[config.mk]
export PLATFORM = sky130hd
export DESIGN_NAME = ysyx_25060170_ifu_fetch_flat
export DESIGN_NICKNAME = d
export VERILOG_FILES = /design/src/rtl/ysyx_25060170_ifu_fetch_pkg.sv /design/src/rtl/ysyx_25060170_ifu_fetch_if.sv /design/src/rtl/ysyx_25060170_ifu_redirect_arb.sv /design/src/rtl/ysyx_25060170_ifu_fetch.sv /design/src/flat_wrapper.sv
export SDC_FILE = /design/constraint.sdc
export NUM_CORES = 1
export LEC_CHECK = 0
export BUFFER_PORTS_ARGS = -buffer_cell sky130_fd_sc_hd__buf_2
export CAP_MARGIN = 30
export CORE_MARGIN = 1.5
export CORE_UTILIZATION = 44
export CTS_BUF_LIST = sky130_fd_sc_hd__clkbuf_16
export DETAILED_ROUTE_END_ITERATION = 12
export PLACE_DENSITY = 0.89
export RECOVER_POWER = 25
export SLEW_MARGIN = 20
export SYNTH_ARGS = -nofsm -noshare
export SYNTH_HDL_FRONTEND = slang
export SYNTH_SLANG_ARGS = --single-unit
[constraint.sdc]
create_clock -name clk -period 2.34 [get_ports clk]
set_input_delay 0.234 -clock clk [delete_from_list [all_inputs] [get_ports clk]]
set_output_delay 0.234 -clock clk [all_outputs]
set_load 0.1 [all_outputs]
[src/rtl/ysyx_25060170_ifu_fetch_pkg.sv]
// Shared definitions for the instruction-fetch stage: FSM encodings,
// reset PC default and AXI response codes.
package ysyx_25060170_ifu_fetch_pkg;

   typedef enum logic [1:0] {
      S_IDLE = 2'd0,
      S_AR   = 2'd1,
      S_R    = 2'd2,
      S_HOLD = 2'd3
   } fetch_state_e;

   localparam logic [31:0] RESET_PC_DEF = 32'h8000_0000;
   localparam logic [1:0]  RESP_OKAY    = 2'b00;

endpackage

[src/rtl/ysyx_25060170_ifu_fetch_if.sv]
// AXI4-Lite read channel between the fetch stage (master) and the
// instruction memory (slave).
interface ysyx_25060170_ifu_fetch_if #(
   parameter int XLEN = 32
);
   logic [XLEN-1:0] araddr;
   logic            arvalid;
   logic            arready;
   logic [31:0]     rdata;
   logic [1:0]      rresp;
   logic            rvalid;
   logic            rready;

   modport master (
      output araddr, arvalid, rready,
      input  arready, rdata, rresp, rvalid
   );

   modport slave (
      input  araddr, arvalid, rready,
      output arready, rdata, rresp, rvalid
   );
endinterface

[src/rtl/ysyx_25060170_ifu_redirect_arb.sv]
// Fixed-priority select among the three redirect sources; the oldest
// instruction in the pipe (LS) wins over EX, which wins over ID.
module ysyx_25060170_ifu_redirect_arb #(
   parameter int XLEN = 32
) (
   input  logic            id_pc_jump,
   input  logic [XLEN-1:0] id_pc_i,
   input  logic            ie_pc_jump,
   input  logic [XLEN-1:0] ie_pc_i,
   input  logic            ls_pc_jump,
   input  logic [XLEN-1:0] ls_pc_i,
   output logic            redir_valid,
   output logic [XLEN-1:0] redir_pc
);

   always_comb begin
      redir_valid = ls_pc_jump | ie_pc_jump | id_pc_jump;
      redir_pc    = id_pc_i;
      if (ls_pc_jump)      redir_pc = ls_pc_i;
      else if (ie_pc_jump) redir_pc = ie_pc_i;
   end

endmodule

[src/rtl/ysyx_25060170_ifu_fetch.sv]
// Instruction-fetch stage: one AXI4-Lite read per instruction, result
// presented to IF/ID with valid/ready; redirects kill wrong-path fetches.
module ysyx_25060170_ifu_fetch
   import ysyx_25060170_ifu_fetch_pkg::*;
#(
   parameter int              XLEN     = 32,
   parameter logic [XLEN-1:0] RESET_PC = XLEN'(RESET_PC_DEF)
) (
   input  logic                  clk,
   input  logic                  rst,
   input  logic                  id_pc_jump,
   input  logic [XLEN-1:0]       id_pc_i,
   input  logic                  ie_pc_jump,
   input  logic [XLEN-1:0]       ie_pc_i,
   input  logic                  ls_pc_jump,
   input  logic [XLEN-1:0]       ls_pc_i,
   input  logic                  id_stall,
   input  logic                  id_ready,
   output logic                  if_valid,
   output logic [XLEN-1:0]       pc_o,
   output logic [31:0]           inst_o,
   output logic                  fetch_err,
   ysyx_25060170_ifu_fetch_if.master axi
);

   fetch_state_e    state_q, state_d;
   logic [XLEN-1:0] pc_q, pc_d;
   logic [XLEN-1:0] araddr_q, araddr_d;
   logic            kill_q, kill_d;
   logic [31:0]     inst_q;
   logic            err_q;
   logic            cap;
   logic            redir_valid;
   logic [XLEN-1:0] redir_pc;

   ysyx_25060170_ifu_redirect_arb #(.XLEN(XLEN)) u_arb (
      .id_pc_jump  (id_pc_jump),
      .id_pc_i     (id_pc_i),
      .ie_pc_jump  (ie_pc_jump),
      .ie_pc_i     (ie_pc_i),
      .ls_pc_jump  (ls_pc_jump),
      .ls_pc_i     (ls_pc_i),
      .redir_valid (redir_valid),
      .redir_pc    (redir_pc)
   );

   always_ff @(posedge clk or negedge rst) begin
      if (!rst) begin
         state_q  <= S_IDLE;
         pc_q     <= RESET_PC;
         araddr_q <= RESET_PC;
         kill_q   <= 1'b0;
         inst_q   <= '0;
         err_q    <= 1'b0;
      end else begin
         state_q  <= state_d;
         pc_q     <= pc_d;
         araddr_q <= araddr_d;
         kill_q   <= kill_d;
         if (cap) begin
            inst_q <= axi.rdata;
            err_q  <= (axi.rresp != RESP_OKAY);
         end
      end
   end

   // araddr_q is only reloaded when entering S_AR, so a redirect during
   // a stalled address phase changes pc_q but never the address on the bus.
   always_comb begin
      state_d  = state_q;
      pc_d     = pc_q;
      araddr_d = araddr_q;
      kill_d   = kill_q;
      cap      = 1'b0;
      case (state_q)
         S_IDLE: begin
            state_d = S_AR;
            if (redir_valid) pc_d = redir_pc;
            araddr_d = pc_d;
         end
         S_AR: begin
            if (redir_valid) begin
               pc_d   = redir_pc;
               kill_d = 1'b1;
            end
            if (axi.arready) state_d = S_R;
         end
         S_R: begin
            if (redir_valid) pc_d = redir_pc;
            if (axi.rvalid) begin
               if (kill_q || redir_valid) begin
                  kill_d   = 1'b0;
                  araddr_d = pc_d;
                  state_d  = S_AR;
               end else begin
                  cap     = 1'b1;
                  state_d = S_HOLD;
               end
            end else if (redir_valid) begin
               kill_d = 1'b1;
            end
         end
         S_HOLD: begin
            if (redir_valid) begin
               pc_d     = redir_pc;
               araddr_d = redir_pc;
               state_d  = S_AR;
            end else if (id_ready && !id_stall) begin
               pc_d     = pc_q + XLEN'(4);
               araddr_d = pc_q + XLEN'(4);
               state_d  = S_AR;
            end
         end
         default: state_d = S_IDLE;
      endcase
   end

   assign axi.araddr  = araddr_q;
   assign axi.arvalid = (state_q == S_AR);
   assign axi.rready  = (state_q == S_R);
   assign if_valid    = (state_q == S_HOLD);
   assign pc_o        = pc_q;
   assign inst_o      = inst_q;
   assign fetch_err   = err_q;

endmodule

[src/flat_wrapper.sv]
// flat-port wrapper written by rule: the top's interface ports become plain ports
module ysyx_25060170_ifu_fetch_flat import ysyx_25060170_ifu_fetch_pkg::*;
#(
   parameter int              XLEN     = 32,
   parameter logic [XLEN-1:0] RESET_PC = XLEN'(RESET_PC_DEF)
)
  (clk, rst, id_pc_jump, id_pc_i, ie_pc_jump, ie_pc_i, ls_pc_jump, ls_pc_i, id_stall, id_ready, if_valid, pc_o, inst_o, fetch_err, axi_araddr, axi_arvalid, axi_rready, axi_arready, axi_rdata, axi_rresp, axi_rvalid);
  ysyx_25060170_ifu_fetch_if #(.XLEN(XLEN)) axi_i ();
  input  logic clk;
  input  logic rst;
  input  logic id_pc_jump;
  input  logic [XLEN-1:0] id_pc_i;
  input  logic ie_pc_jump;
  input  logic [XLEN-1:0] ie_pc_i;
  input  logic ls_pc_jump;
  input  logic [XLEN-1:0] ls_pc_i;
  input  logic id_stall;
  input  logic id_ready;
  output logic if_valid;
  output logic [XLEN-1:0] pc_o;
  output logic [31:0] inst_o;
  output logic fetch_err;
  output wire logic [$bits(axi_i.araddr)-1:0] axi_araddr;
  output wire logic [$bits(axi_i.arvalid)-1:0] axi_arvalid;
  output wire logic [$bits(axi_i.rready)-1:0] axi_rready;
  input wire logic [$bits(axi_i.arready)-1:0] axi_arready;
  input wire logic [$bits(axi_i.rdata)-1:0] axi_rdata;
  input wire logic [$bits(axi_i.rresp)-1:0] axi_rresp;
  input wire logic [$bits(axi_i.rvalid)-1:0] axi_rvalid;
  assign axi_araddr = axi_i.araddr;
  assign axi_arvalid = axi_i.arvalid;
  assign axi_rready = axi_i.rready;
  assign axi_i.arready = axi_arready;
  assign axi_i.rdata = axi_rdata;
  assign axi_i.rresp = axi_rresp;
  assign axi_i.rvalid = axi_rvalid;
  ysyx_25060170_ifu_fetch #(.XLEN(XLEN), .RESET_PC(RESET_PC)) u_core (.clk(clk), .rst(rst), .id_pc_jump(id_pc_jump), .id_pc_i(id_pc_i), .ie_pc_jump(ie_pc_jump), .ie_pc_i(ie_pc_i), .ls_pc_jump(ls_pc_jump), .ls_pc_i(ls_pc_i), .id_stall(id_stall), .id_ready(id_ready), .if_valid(if_valid), .pc_o(pc_o), .inst_o(inst_o), .fetch_err(fetch_err), .axi(axi_i));
endmodule
* After elaboration in Yosys (flattened, before gate mapping) *
Cells that the tools add are included.

storage, ports and cells
  register bits after elaboration = 100
  input bits = 139

cells by class
  $add $sub $neg = 1
  equal/unequal tests = 8
  multiplexer cells = 22
  bitwise operators = 2
  reduce and logical (&&, ||, !) cells = 11

operator list
  cell                   count
  $mux 32                7
  $pmux 32 s3            1
  $pmux 32 s2            1
  $add 32x3->32 const B  1
  $mux 2                 5
  $pmux 2 s4             1
  $mux 1                 6
  $ne 2x1->1 const B     3
  $eq 2x2->1 const B     2
  $reduce_and 4->1       1
  $reduce_bool 2->1      2
  $ne 3x1->1 const B     1
  $ne 3x2->1 const B     1
  $reduce_and 3->1       1
  $reduce_bool 3->1      1
  $reduce_or 3->1        1
  $eq 2x1->1 const B     1
  $logic_not 2->1        1
  $or 1x1->1             2
  $pmux 1 s2             1
  $reduce_and 2->1       1
  $logic_and 1x1->1      1
  $logic_not 1->1        1
  $logic_or 1x1->1       1

* Longest topological paths before layout *
  depth in word-level cells = 6
  mapped depth = 9
  gate-level depth less buffers = 7

* Hierarchy *
A second synthesis with hierarchy kept.

unflattened totals
  cells, all modules = 627
  area, all modules = 5,903.2 um2

modules (own cells, without submodules)
  module                          instances  cells each  area each (um2)  seq. area each (um2)
  ysyx_25060170_ifu_fetch         1          519         5,191.2          2,504.9
  ysyx_25060170_ifu_redirect_arb  1          108         711.9            0.0

* Least setup slack after synthesis *
No wires, ideal clock.

  path kind = flip-flop to flip-flop
  start = reg u_core.state_q[0]
  end = reg u_core.araddr_q[27], in the netlist u_core.axi.araddr[27]
  library setup time = 0.137 ns
  arrival = 2.966 ns
  data required time = 2.203 ns
  setup slack = -0.763 ns
  cell stages (with the launch flop) = 9
  cells stage by stage = dfrtp_1 ha_1 buf_2 nand4_4 or4_4 buf_6 o311a_1 a211oi_2 a21oi_1

between the ends
  longest elaborated chain between the ends = 3
  elaborated cells on any way between the ends = 9

ends and longest elaborated chain
  element                                                                  RTL line                       source
  start, declared                                                          ysyx_25060170_ifu_fetch.sv:26  fetch_state_e state_q, state_d;
  start signal, assigned                                                   ysyx_25060170_ifu_fetch.sv:56  state_q <= state_d;
  $eq 2x2->1 (*)                                                           -
  net if_valid                                                             flat_wrapper.sv:19             output logic if_valid;
  $ne 3x1->1 (no source line) / $reduce_bool 3->1 (equally long branches)  -
  $reduce_and 4->1 (no source line)                                        -
  end signal, assigned                                                     ysyx_25060170_ifu_fetch.sv:58  araddr_q <= araddr_d;
  end, declared                                                            ysyx_25060170_ifu_fetch.sv:28  logic [XLEN-1:0] araddr_q, araddr_d;

Mark *: on every way through the listed nets, which the timed path passes. The rest lies on a longest branch.
A chain may end at the register's enable or synchronous reset.

* Worst setup path in the final report *
  start = reg u_core.state_q[0]
  end = reg u_core.pc_q[23], in the netlist u_core.pc_o[23]

between the ends
  longest elaborated chain between the ends = 3
  elaborated cells on any way between the ends = 7

ends and longest elaborated chain
  element                             RTL line                       source
  $eq 2x1->1 (tied with other cells)  ysyx_25060170_ifu_fetch.sv:75  case (state_q)
  $reduce_or 3->1 (no source line)    -
  $pmux 32 s2                         ysyx_25060170_ifu_fetch.sv:75
  end signal, assigned                ysyx_25060170_ifu_fetch.sv:57  pc_q <= pc_d;
  end, declared                       ysyx_25060170_ifu_fetch.sv:27  logic [XLEN-1:0] pc_q, pc_d;

Several ways; a longest one is shown, not always the timed one.

==> metrics.cfg <==
[outcome]
status = finished clean

[power]
p_leak_uw = 0.00356
finalPower_uw = 8750
p_per_area_mw_per_mm2 = 1190
peakVddDrop_mv = 1.05

[synthesis]
ys.flop_type = dfrtp_1
synth_top_area_frac = 0.441
synth_fa_ha_area_frac = 0.00899
synth_compound_area_frac = 0.173
synth_top_family_by_area = compound AO/OA/AOI/OAI gates
synth_cell_type_count = 66
synthesis.nets = 693
synth_xor_area_frac = 0.0220
yosys.area.top_type = dfrtp_1
synth-seq-area-share = 0.450
yosysWarnings = 0
ys_async_sr_fraction = 1.00
synthCells = 550
synth.area.top_cells = dfrtp_1 44%, mux2_1 8.5%, mux2_2 3.8%, nand2_1 3.2%, nor2_1 3.0%
synthSimpleGateAreaFrac = 0.164
syn_area_mm2 = 0.00557
synth.area.mux_share = 0.145
avgSynthCellArea_um2 = 10.1
synth_edf_count = 0
ys_ff_latch = 100

[clocking]
clkLatencyLatePin_ns = 0.36
cts_tree = built
root_buffer = clkbuf_16
clockBufferDepth = 2
htree_levels = 3
cts_buffers = 9
clock-sinks = 100
clk_pin_slew_worst_paths_ns = 0.07

[critical_path]
cp.depth = 6
crit_chain = ha_4, nand4_4, or4_4, or3_4, a21o_1, a22o_1
worstPathArrival_ns = 2.49
end_kind = flop
slowest_stage = or4_4
r2r-start = u_core.state_q[0]
cp_top_family = simple AND/OR/NAND/NOR gates
cp_slowest_stage_delay_ns = 0.56
crit_fanout = 12
reg2reg_to = u_core.pc_o[23]
critPathKind = reg2reg
rr_worst_depth = 6
cp_num_buf_inv = 0
cp-start-kind = flop
cp_data_required_time_ns = 2.59
rrSetupSlack_ns = 0.10

[cells_and_area]
finalCoreUtilization = 0.605
fillerInstances = 1027
syn_to_final_growth_pct = 32.3
drive_gt1_frac = 0.427
nets = 928
final_common_cell = buf_2
final_cell_mix = 237 x buf_2, 80 x dfrtp_1, 47 x nand2_1, 45 x nor2_1, 42 x mux2_1

[timing]
finClkSkew_ns = 0.00453
setup_viol = 0
finalMaxSlewViolations = 0
rsz0062_at_grt = false
maxSlewHeadroom = 0.418
setup_tns_ns = 0
period_share = 0.956
worst_pin_slew_ns = 0.873
hold_viol = 0
min_period_ns = 2.24
fmax_ghz = 0.447

[placed_design]
gp_congestion = 0.880
dp_hpwl_mm = 14.4
portBuffers = 238

[die]
die_y_um = 115
die_area_mm2 = 0.0133
start_util = 0.458
rows = 40
pin_count = 239
core_area_mm2 = 0.0122
die_width_um = 115

[min_path]
holdCritStartpoint = axi_rdata[27]
hold_class = in2reg
hold_depth = 2
holdPathEnd = u_core.inst_o[27]

[global_routing]
track_usage = 0.287
grt-ovfl-total = 0
grt_max_degree = 50
grt_pass1_wl_mm = 28.6
grt_pass1_vias = 5378
antenna_found_initial = 2

[route]
viasPerCell = 5.79
first_iter_violations = 399
routedWlPerCell_um = 19.6
drc = 0
vias = 5559
wl_mm = 18.8
antenna_left = 0
first_pass_iters = 5

[run]
drv_cap = 0

## kinds of logic after synthesis
| family | count (synthesis) |
|---|---|
| fa+ha+maj | 4 |
| simple gates | 170 |
| xor+xnor | 14 |
| mux | 73 |
| compound gates | 142 |
| buf+inv | 47 |
| flops | 100 |
## what timing repair did
action                                  in CTS  in global routing
endpoints found under the hold margin       31                  0
hold buffers                                 1                  0
resized for setup                            0                  1
setup buffers                                0                  0
endpoints found under the setup margin       0                  3
## Yosys cell counts (all sizes together), types with 3 or more instances
| master | instances |
|---|---|
| a211oi | 8 |
| and2 | 4 |
| o311a | 3 |
| nor3 | 14 |
| and3 | 6 |
| ha | 4 |
| o31ai | 3 |
| a311oi | 3 |
| o31a | 3 |
| o22ai | 10 |
| a31oi | 8 |
| nor4 | 8 |
| a21oi | 22 |
| o2bb2ai | 3 |
| inv | 9 |
| xor2 | 5 |
| o211ai | 3 |
| mux2i | 12 |
| nand4 | 15 |
| clkbuf | 23 |
| or3 | 6 |
| nand2 | 47 |
| a221o | 4 |
| xnor2 | 9 |
| o21ai | 42 |
| a221oi | 3 |
| nor2 | 45 |
| a22oi | 11 |
| buf | 14 |
| dfrtp | 98 |
| nand3 | 9 |
| and4 | 7 |
| mux2 | 61 |
## power breakdown
part / leakage, µW / internal [µW] / switching, µW
logic: 0.00219 / 860 / 3940
registers: 0.00123 / 2160 / 334
clock network: 0.000142 / 737 / 722
total: 0.00356 / 3750 / 5000
## stage by stage
step	hold slack [ns]	setup slack, ns	instance area [µm²]	instances
after floorplan	-0.0616	-0.0128	5670	550
after global placement	0.215	0.173	7080	941
after detailed placement	0.223	0.0769	7080	941
after CTS	0.0743	0.0679	7370	958
after global routing	0.0792	0.00744	7360	960
final	0.0810	0.103	7360	960
## sequential cells by signal, summed over array words and instances (netlist names)
| signal | count |
|---|---|
| u_core.fetch_err | 1 |
| u_core.axi.araddr | 32 |
| u_core.kill_q | 1 |
| u_core.inst_o | 32 |
| u_core.state_q | 2 |
| u_core.pc_o | 32 |
## metal layers
metal | vias up | track usage | routed length, µm
met3 | 45 | 0.0800 | 1770
met1 | 2663 | 0.344 | 7050
met4 | 0 | 0.128 | 620
met2 | 326 | 0.482 | 9340
met5 | - | 0 | 0
li1 | 2525 | - | -
## final cells by class
class | instances | area, µm² | area share
sequential | 100 | 2540 | 0.345
tap | 168 | 210 | 0.0286
antenna | 2 | 5.00 | 0.000680
clock buffer | 9 | 225 | 0.0306
clock inverter | 7 | 56.3 | 0.00765
multi-input combinational | 403 | 2920 | 0.397
timing repair buffer | 261 | 1360 | 0.185
inverter | 10 | 37.5 | 0.00510
## worst max-delay path by stage
stage,endpoint,from,slack [ns]
finish,u_core.pc_o[23],u_core.state_q[0],0.10
global route,u_core.axi.araddr[25],u_core.state_q[0],0.007
CTS,u_core.pc_o[26],u_core.pc_o[2],0.07
detailed placement,u_core.pc_o[26],u_core.pc_o[2],0.08
global placement,u_core.axi.araddr[26],u_core.pc_o[2],0.17
floorplan,u_core.axi.araddr[27],u_core.pc_o[10],-0.01
No activity file was read; power rests on OpenSTA's default activity.
